`config.mk`:
```
export PLATFORM = sky130hd
export DESIGN_NAME = pwm_phase_sweep_flat
export DESIGN_NICKNAME = d
export VERILOG_FILES = /design/src/rtl/pwm_phase_sweep_if.sv /design/src/rtl/pwm_phase_sweep.sv /design/src/flat_wrapper.sv
export SDC_FILE = /design/constraint.sdc
export NUM_CORES = 2
export LEC_CHECK = 0
export ABC_AREA = 1
export ABC_CLOCK_PERIOD_IN_PS = 76900
export CORE_MARGIN = 2
export CORE_UTILIZATION = 47
export CTS_CLUSTER_DIAMETER = 100
export DETAILED_ROUTE_END_ITERATION = 12
export HOLD_SLACK_MARGIN = 0.05
export SYNTH_ARGS = -nofsm -noshare
export SYNTH_HDL_FRONTEND = slang
export SYNTH_SLANG_ARGS = --single-unit
```
`constraint.sdc`:
```
create_clock -name ACLK -period 76.9 [get_ports ACLK]
set_input_delay 23.07 -clock ACLK [delete_from_list [all_inputs] [get_ports ACLK]]
set_output_delay 23.07 -clock ACLK [all_outputs]
set_load 0.02 [all_outputs]
```
`src/rtl/pwm_phase_sweep_if.sv`:
```
// AXI4-Lite register bus (32-bit data) used to configure the PWM phase sweeper.
interface pwm_phase_sweep_if #(
    parameter int AXI_AW = 8
);
    logic [AXI_AW-1:0] awaddr;
    logic              awvalid;
    logic              awready;
    logic [31:0]       wdata;
    logic              wvalid;
    logic              wready;
    logic [1:0]        bresp;
    logic              bvalid;
    logic              bready;
    logic [AXI_AW-1:0] araddr;
    logic              arvalid;
    logic              arready;
    logic [31:0]       rdata;
    logic [1:0]        rresp;
    logic              rvalid;
    logic              rready;

    modport master (
        output awaddr, awvalid, wdata, wvalid, bready, araddr, arvalid, rready,
        input  awready, wready, bresp, bvalid, arready, rdata, rresp, rvalid
    );

    modport slave (
        input  awaddr, awvalid, wdata, wvalid, bready, araddr, arvalid, rready,
        output awready, wready, bresp, bvalid, arready, rdata, rresp, rvalid
    );
endinterface

```
`src/rtl/pwm_phase_sweep.sv`:
```
// Per-channel phase sweeper: on a selected PWM edge, steps the channel phase by a
// signed amount modulo the PWM period and strobes the new value to the generator.
module pwm_phase_sweep #(
    parameter int PWM_CNT       = 4,
    parameter int PWM_CNT_WIDTH = 12,
    parameter int AXI_AW        = 8
) (
    input  logic                             ACLK,
    input  logic                             ARESETn,
    pwm_phase_sweep_if.slave                 s_axi,
    input  logic [PWM_CNT-1:0]               pwm_sig,
    input  logic [PWM_CNT_WIDTH-1:0]         pwm_period,
    input  logic [PWM_CNT*PWM_CNT_WIDTH-1:0] pwm_phase_in,
    output logic [PWM_CNT*PWM_CNT_WIDTH-1:0] pwm_phase_out,
    output logic [PWM_CNT-1:0]               pwm_phase_we
);
    localparam int W  = PWM_CNT_WIDTH;
    localparam int HW = AXI_AW - 4;
    // Wide enough for acc + step + P without overflow, for either a 16-bit step or wide counters.
    localparam int SW = ((W > 16) ? W : 16) + 2;

    // Word-aligned address is channel block `ch` (base 0x10 + 0x10*ch) at word offset `off`.
    function automatic logic ch_hit(input logic [AXI_AW-1:0] a, input int ch, input logic [1:0] off);
        return (a[AXI_AW-1:4] == HW'(ch + 1)) && (a[3:2] == off) && (a[1:0] == 2'b00);
    endfunction

    // ---------------- AXI-Lite write/read channels ----------------
    logic              aw_full, w_full, bvalid_q, rvalid_q;
    logic [AXI_AW-1:0] aw_addr_q;
    logic [31:0]       w_data_q, rdata_q, rd_mux;
    logic              wr_commit;

    assign wr_commit     = aw_full && w_full;
    assign s_axi.awready = !aw_full && !bvalid_q;
    assign s_axi.wready  = !w_full && !bvalid_q;
    assign s_axi.bvalid  = bvalid_q;
    assign s_axi.bresp   = 2'b00;
    assign s_axi.arready = !rvalid_q;
    assign s_axi.rvalid  = rvalid_q;
    assign s_axi.rdata   = rdata_q;
    assign s_axi.rresp   = 2'b00;

    // Capture AW and W independently; commit once both slots hold a beat, then raise BVALID.
    // NOTE: clocked state uses non-blocking (<=) so every flop samples pre-edge values.
    always_ff @(posedge ACLK or negedge ARESETn) begin
        if (!ARESETn) begin
            aw_full   <= 1'b0;
            w_full    <= 1'b0;
            bvalid_q  <= 1'b0;
            aw_addr_q <= '0;
            w_data_q  <= '0;
        end else begin
            if (s_axi.awvalid && s_axi.awready) begin
                aw_full   <= 1'b1;
                aw_addr_q <= s_axi.awaddr;
            end
            if (s_axi.wvalid && s_axi.wready) begin
                w_full   <= 1'b1;
                w_data_q <= s_axi.wdata;
            end
            if (wr_commit) begin
                aw_full  <= 1'b0;
                w_full   <= 1'b0;
                bvalid_q <= 1'b1;
            end else if (bvalid_q && s_axi.bready) begin
                bvalid_q <= 1'b0;
            end
        end
    end

    // ---------------- Configuration registers ----------------
    logic               run;
    logic [PWM_CNT-1:0] ch_en, load, edge_sel;
    logic [15:0]        step     [PWM_CNT];
    logic [7:0]         skip     [PWM_CNT];
    logic [7:0]         cnt      [PWM_CNT];

    // Sweep state
    logic [PWM_CNT-1:0] busy, forever_q, active_q, pwm_q, phase_we_q;
    logic [7:0]         steps_left [PWM_CNT];
    logic [7:0]         skip_ctr   [PWM_CNT];
    logic [W-1:0]       acc        [PWM_CNT];
    logic [W-1:0]       phase_out  [PWM_CNT];
    logic [W-1:0]       nxt_acc    [PWM_CNT];
    logic [PWM_CNT-1:0] active, start, edge_hit;

    // Apply committed writes to GLOBAL / CTRL / CFG; STATUS and holes ignore writes.
    // NOTE: these register arrays are small control state, so every entry is reset explicitly.
    always_ff @(posedge ACLK or negedge ARESETn) begin
        if (!ARESETn) begin
            run      <= 1'b0;
            ch_en    <= '0;
            load     <= '0;
            edge_sel <= '0;
            for (int ch = 0; ch < PWM_CNT; ch++) begin
                step[ch] <= '0;
                skip[ch] <= '0;
                cnt[ch]  <= '0;
            end
        end else if (wr_commit) begin
            if (aw_addr_q == '0) run <= w_data_q[0];
            for (int ch = 0; ch < PWM_CNT; ch++) begin
                if (ch_hit(aw_addr_q, ch, 2'd0)) begin
                    ch_en[ch]    <= w_data_q[0];
                    load[ch]     <= w_data_q[1];
                    edge_sel[ch] <= w_data_q[4];
                end
                if (ch_hit(aw_addr_q, ch, 2'd1)) begin
                    step[ch] <= w_data_q[31:16];
                    skip[ch] <= w_data_q[15:8];
                    cnt[ch]  <= w_data_q[7:0];
                end
            end
        end
    end

    // Read decode: GLOBAL, then per-channel CTRL/CFG/STATUS; everything else reads 0.
    // NOTE: assign a default before any branch so no path leaves rd_mux unassigned (no latch).
    always_comb begin
        rd_mux = '0;
        if (s_axi.araddr == '0) rd_mux = {31'b0, run};
        for (int ch = 0; ch < PWM_CNT; ch++) begin
            if (ch_hit(s_axi.araddr, ch, 2'd0)) rd_mux = {27'b0, edge_sel[ch], 2'b00, load[ch], ch_en[ch]};
            if (ch_hit(s_axi.araddr, ch, 2'd1)) rd_mux = {step[ch], skip[ch], cnt[ch]};
            if (ch_hit(s_axi.araddr, ch, 2'd2)) begin
                rd_mux[31]    = busy[ch];
                rd_mux[23:16] = steps_left[ch];
                rd_mux[W-1:0] = acc[ch];
            end
        end
    end

    // Register the read data on the AR handshake; hold RVALID until RREADY.
    always_ff @(posedge ACLK or negedge ARESETn) begin
        if (!ARESETn) begin
            rvalid_q <= 1'b0;
            rdata_q  <= '0;
        end else if (s_axi.arvalid && s_axi.arready) begin
            rvalid_q <= 1'b1;
            rdata_q  <= rd_mux;
        end else if (rvalid_q && s_axi.rready) begin
            rvalid_q <= 1'b0;
        end
    end

    // ---------------- Sweep engine ----------------
    assign active   = {PWM_CNT{run}} & ch_en;
    assign start    = active & ~active_q;
    assign edge_hit = (edge_sel & pwm_q & ~pwm_sig) | (~edge_sel & pwm_sig & ~pwm_q);

    // Next phase: (acc + step) mod P. Adding P first keeps the dividend non-negative for
    // |step| < P; the modulo also folds an acc left over from a larger period.
    always_comb begin
        for (int ch = 0; ch < PWM_CNT; ch++) begin
            nxt_acc[ch] = acc[ch];
            if (pwm_period != '0)
                nxt_acc[ch] = W'(({{(SW-W){1'b0}}, acc[ch]}
                                + {{(SW-16){step[ch][15]}}, step[ch]}
                                + {{(SW-W){1'b0}}, pwm_period})
                                % {{(SW-W){1'b0}}, pwm_period});
            pwm_phase_out[ch*W +: W] = phase_out[ch];
        end
    end

    assign pwm_phase_we = phase_we_q;

    // Per-channel start / abort / skip / step sequencing on detected PWM edges.
    always_ff @(posedge ACLK or negedge ARESETn) begin
        if (!ARESETn) begin
            busy       <= '0;
            forever_q  <= '0;
            active_q   <= '0;
            pwm_q      <= '0;
            phase_we_q <= '0;
            for (int ch = 0; ch < PWM_CNT; ch++) begin
                steps_left[ch] <= '0;
                skip_ctr[ch]   <= '0;
                acc[ch]        <= '0;
                phase_out[ch]  <= '0;
            end
        end else begin
            active_q   <= active;
            pwm_q      <= pwm_sig;
            phase_we_q <= '0;
            for (int ch = 0; ch < PWM_CNT; ch++) begin
                if (!active[ch]) begin
                    busy[ch] <= 1'b0;
                end else if (start[ch]) begin
                    busy[ch]       <= 1'b1;
                    steps_left[ch] <= cnt[ch];
                    skip_ctr[ch]   <= skip[ch];
                    forever_q[ch]  <= (cnt[ch] == 8'd0);
                    if (load[ch]) acc[ch] <= pwm_phase_in[ch*W +: W];
                end else if (busy[ch] && edge_hit[ch] && (pwm_period != '0)) begin
                    if (skip_ctr[ch] != 8'd0) begin
                        skip_ctr[ch] <= skip_ctr[ch] - 8'd1;
                    end else begin
                        acc[ch]        <= nxt_acc[ch];
                        phase_out[ch]  <= nxt_acc[ch];
                        phase_we_q[ch] <= 1'b1;
                        skip_ctr[ch]   <= skip[ch];
                        if (!forever_q[ch]) begin
                            steps_left[ch] <= steps_left[ch] - 8'd1;
                            if (steps_left[ch] == 8'd1) busy[ch] <= 1'b0;
                        end
                    end
                end
            end
        end
    end
endmodule

```
`src/flat_wrapper.sv`:
```
// flat-port wrapper written by rule: the top's interface ports become plain ports
module pwm_phase_sweep_flat 
#(
    parameter int PWM_CNT       = 4,
    parameter int PWM_CNT_WIDTH = 12,
    parameter int AXI_AW        = 8
)
  (ACLK, ARESETn, pwm_sig, pwm_period, pwm_phase_in, pwm_phase_out, pwm_phase_we, s_axi_awaddr, s_axi_awvalid, s_axi_wdata, s_axi_wvalid, s_axi_bready, s_axi_araddr, s_axi_arvalid, s_axi_rready, s_axi_awready, s_axi_wready, s_axi_bresp, s_axi_bvalid, s_axi_arready, s_axi_rdata, s_axi_rresp, s_axi_rvalid);
  pwm_phase_sweep_if #(.AXI_AW(AXI_AW)) s_axi_i ();
  input  logic ACLK;
  input  logic ARESETn;
  input  logic [PWM_CNT-1:0] pwm_sig;
  input  logic [PWM_CNT_WIDTH-1:0] pwm_period;
  input  logic [PWM_CNT*PWM_CNT_WIDTH-1:0] pwm_phase_in;
  output logic [PWM_CNT*PWM_CNT_WIDTH-1:0] pwm_phase_out;
  output logic [PWM_CNT-1:0] pwm_phase_we;
  input wire logic [$bits(s_axi_i.awaddr)-1:0] s_axi_awaddr;
  input wire logic [$bits(s_axi_i.awvalid)-1:0] s_axi_awvalid;
  input wire logic [$bits(s_axi_i.wdata)-1:0] s_axi_wdata;
  input wire logic [$bits(s_axi_i.wvalid)-1:0] s_axi_wvalid;
  input wire logic [$bits(s_axi_i.bready)-1:0] s_axi_bready;
  input wire logic [$bits(s_axi_i.araddr)-1:0] s_axi_araddr;
  input wire logic [$bits(s_axi_i.arvalid)-1:0] s_axi_arvalid;
  input wire logic [$bits(s_axi_i.rready)-1:0] s_axi_rready;
  output wire logic [$bits(s_axi_i.awready)-1:0] s_axi_awready;
  output wire logic [$bits(s_axi_i.wready)-1:0] s_axi_wready;
  output wire logic [$bits(s_axi_i.bresp)-1:0] s_axi_bresp;
  output wire logic [$bits(s_axi_i.bvalid)-1:0] s_axi_bvalid;
  output wire logic [$bits(s_axi_i.arready)-1:0] s_axi_arready;
  output wire logic [$bits(s_axi_i.rdata)-1:0] s_axi_rdata;
  output wire logic [$bits(s_axi_i.rresp)-1:0] s_axi_rresp;
  output wire logic [$bits(s_axi_i.rvalid)-1:0] s_axi_rvalid;
  assign s_axi_i.awaddr = s_axi_awaddr;
  assign s_axi_i.awvalid = s_axi_awvalid;
  assign s_axi_i.wdata = s_axi_wdata;
  assign s_axi_i.wvalid = s_axi_wvalid;
  assign s_axi_i.bready = s_axi_bready;
  assign s_axi_i.araddr = s_axi_araddr;
  assign s_axi_i.arvalid = s_axi_arvalid;
  assign s_axi_i.rready = s_axi_rready;
  assign s_axi_awready = s_axi_i.awready;
  assign s_axi_wready = s_axi_i.wready;
  assign s_axi_bresp = s_axi_i.bresp;
  assign s_axi_bvalid = s_axi_i.bvalid;
  assign s_axi_arready = s_axi_i.arready;
  assign s_axi_rdata = s_axi_i.rdata;
  assign s_axi_rresp = s_axi_i.rresp;
  assign s_axi_rvalid = s_axi_i.rvalid;
  pwm_phase_sweep #(.PWM_CNT(PWM_CNT), .PWM_CNT_WIDTH(PWM_CNT_WIDTH), .AXI_AW(AXI_AW)) u_core (.ACLK(ACLK), .ARESETn(ARESETn), .s_axi(s_axi_i), .pwm_sig(pwm_sig), .pwm_period(pwm_period), .pwm_phase_in(pwm_phase_in), .pwm_phase_out(pwm_phase_out), .pwm_phase_we(pwm_phase_we));
endmodule
```
==> results.py <==
metrics = {
    "run_status": {
        "status": "finished clean",
    },
    "min_path": {
        "hp-start": "u_core.s_axi.rdata[15]",
        "hold_path_depth": 2,
        "hold_class": "register to register",
        "hold-path-endpoint": "u_core.s_axi.rdata[15]",
    },
    "clock_network": {
        "cts_buffer_depth": 3,
        "cts_root_buf": "clkbuf_16",
        "cts_tree": "done",
        "postCtsHoldBufs": 0,
        "worst_skew_pair.late_latency_ns": 0.63,
        "cts_sinks": 397,
        "clk_pin_slew_ns": 0.06,
        "htree_num_levels": 2,
        "post_cts_buffers": 0,
        "cts_made_buffers": 46,
        "post_cts_resized": 0,
    },
    "timing": {
        "slew_headroom_pct": 20.4,
        "fin_worst_skew_ns": 0.0704,
        "finalSetupTns_ns": 0,
        "tightest_slew_ns": 1.18,
        "fmax_ghz": 0.0149,
        "drv_slew": 0,
        "rsz0062_at_grt": "false",
        "fin_crit_sh_pct": 87.2,
        "hold_viol": 0,
        "setup_viol": 0,
        "finalCriticalPeriod_ns": 67.04,
    },
    "routing": {
        "ant_nets": 0,
        "avgViaCountPerCell": 5.47,
        "via_count": 52013,
        "wl_per_cell_um": 17.9,
        "drtPass1Iterations": 6,
        "totalWireLength_um": 170000,
        "drc_errors": 0,
        "drtIter0Drc": 3746,
    },
    "worst_setup_path": {
        "cpMostUsedCell": "nand2_1",
        "cp_max_fo": 23,
        "cp-end-kind": "register",
        "slowest_stage": "o21ai_1",
        "worstPathRequired_ns": 77.44,
        "cp.depth": 267,
        "cp.buffers_inverters": 34,
        "rrSetupSlack_ns": 31.57,
        "r2r_start": "u_core.acc[12]",
        "cpPeakStageDelay_ns": 0.87,
        "crit_type": "input port to register",
        "reg2reg_depth": 273,
        "cpLargestDelayFamily": "compound AO/OA/AOI/OAI gates",
        "setup.worst_path.start_class": "input port",
        "worstReg2RegEnd": "u_core.acc[23]",
        "crit_arrival_ns": 67.58,
    },
    "finish": {
        "layout-drive-gt1-share_pct": 5.90,
        "regArea_um2": 9930,
        "nFillCells": 11272,
        "fin_cells": 9502,
        "nets": 8821,
        "syn_to_final_growth_pct": 9.99,
        "design_area_um2": 57900,
        "multi_input_area_um2": 38300,
        "fin_util_pct": 52.2,
    },
    "floorplanning": {
        "ios": 212,
        "dieArea_um2": 115000,
        "die_w_um": 339,
        "rows": 122,
        "die_h_um": 339,
        "initial_core_util_pct": 47.5,
        "core_area_um2": 111000,
    },
    "synthesis": {
        "synth-seq-cells": 397,
        "ys_types": 72,
        "syn-mean-instance-area_um2": 6.72,
        "yosysSeqAreaShare_pct": 18.9,
        "synth_ff_type": "dfrtp_1",
        "async_reset_ff_share_pct": 100,
        "synth_edf_count": 0,
        "syn_inst": 7836,
        "synthesis.area_um2": 52700,
        "synth_warnings": 0,
    },
    "global_routing": {
        "grt_max_degree": 83,
        "grt.total_usage_pct": 29.0,
        "grt_overflow_total": 0,
        "antenna_found_initial": 11,
        "grt_pass1_wl_um": 269000,
        "grt_pass1_vias": 48696,
    },
    "place": {
        "port_buffers": 207,
        "post-dp-hpwl_um": 137000,
        "dp_cells": 9415,
        "routabilityCongestion": 0.948,
        "placed_area_um2": 56300,
    },
    "job": {
        "cap_viol_max_count": 0,
    },
}
==> worst min-delay path: stages, from the launching register on <==
cell     delay (ns)
dfrtp_1        0.34
nand2_1        0.05
o21ai_0        0.05
==> flip-flops by register name, summed over array words and instances (netlist names), 32 cells and up <==
| register | flops |
|---|---|
| u_core.steps_left | 32 |
| u_core.pwm_phase_out | 48 |
| u_core.step | 64 |
| u_core.skip_ctr | 32 |
| u_core.acc | 48 |
| u_core.skip | 32 |
| u_core.cnt | 32 |
| u_core.s_axi.rdata | 32 |
| u_core.w_data_q | 32 |
==> layer usage <==
layer  GRT usage (%)  up-vias  share of wire (%)
met5               0        -              0.015
met4            8.85        4                3.3
met3            2.69      231                5.0
li1                -    26413                  -
met2            48.8     1233                 46
met1            39.2    24132                 46
==> cell families (layout without fill, tap and decap cells) <==
group / count (synthesis) / after routing / share of synthesized area, %
buffers and inverters: 1140 / 1312 / 8.50
XOR/XNOR: 529 / 529 / 8.80
adder cells (fa/ha/maj): 727 / 727 / 17.4
other: 1 / 7 / 0.00712
AO/OA/AOI/OAI: 1704 / 1704 / 18.6
AND/OR/NAND/NOR: 3330 / 3330 / 27.7
multiplexers: 8 / 8 / 0.157
flip-flops: 397 / 397 / 18.9
==> worst max path at each step <==
stage                      to  slack (ns)          start
3_5_place_dp   u_core.acc[23]        9.43  pwm_period[5]
6_report       u_core.acc[23]        9.86  pwm_period[5]
3_3_place_gp   u_core.acc[23]        8.79  pwm_period[5]
2_1_floorplan  u_core.acc[13]       15.10  pwm_period[1]
5_1_grt        u_core.acc[47]        4.34  pwm_period[0]
4_1_cts        u_core.acc[23]        9.84  pwm_period[5]
==> stage by stage <==
step	worst slack [ns]	hold slack, ns
2_1_floorplan	15.10	0.453
3_3_place_gp	8.79	0.466
3_5_place_dp	9.43	0.470
4_1_cts	9.84	0.485
5_1_grt	4.34	0.517
6_report	9.86	0.479
==> cell type report <==
cell class / instances / share of cell area, %
diodes: 3 / 0.0130
clock buffers: 64 / 2.29
clock inverters: 20 / 0.546
inverters: 956 / 6.21
multi-input cells: 6302 / 66.1
flip-flops and latches: 397 / 17.1
well taps: 1488 / 3.21
repair buffers: 272 / 4.45
==> layout by cell type, fill, tap and decap left out, types with 16 or more instances in the layout <==
cell type        netlist  final
a221oi_1              28     28
xor2_1               284    284
ha_1                 715    715
or2_2                 67     67
buf_4                 19     64
o21bai_1              67     67
nand4_1               88     88
o211ai_1              34     34
clkbuf_16              0     46
nand2_1             1909   1906
clkdlybuf4s50_1        0    206
dfrtp_1              397    397
nand3b_1              23     23
o21ai_1               43     41
nand2_4               17     17
inv_1                912    899
nand3_1              383    383
nand3_2               56     56
nor2_2                16     19
nand2_2               61     64
inv_2                 37     46
o21a_1                19     19
a21oi_1              460    460
o21ai_0              694    693
nor3_1                50     47
a21o_1               128    128
nor2_1               599    596
a31oi_1               88     88
o31ai_1               47     47
xnor2_1              245    245
a211oi_1              16     16
==> synthesized netlist by cell type, drive strengths merged (2+ instances only) <==
master	instances	share of area [%]
a211oi	16	0.23
a21boi	17	0.24
a21o	128	1.8
a21oi	469	4.5
a221o	4	0.076
a221oi	28	0.47
a31oi	88	1.0
a32o	4	0.076
a41oi	2	0.033
and2	9	0.11
and3	7	0.083
buf	52	0.70
clkbuf	128	0.91
clkinv	6	0.043
dfrtp	397	19
dlygate4sd1	2	0.033
dlygate4sd3	2	0.038
fa	12	0.46
ha	715	17
inv	950	6.8
mux2	2	0.043
mux2i	6	0.11
nand2	1987	15
nand3	443	4.8
nand3b	23	0.33
nand4	95	1.2
nor2	629	4.8
nor3	52	0.52
nor4	8	0.095
o2111ai	8	0.13
o211ai	34	0.48
o21a	19	0.27
o21ai	748	7.2
o21bai	67	0.95
o221ai	3	0.050
o22ai	14	0.17
o311ai	2	0.033
o31ai	47	0.67
o41ai	2	0.033
or2	72	0.86
or3	3	0.036
xnor2	245	4.1
xor2	284	4.7
Power is left out: the tool's default activity adds up to more than one toggle a clock period on the data nets, which glitch-free logic cannot reach.
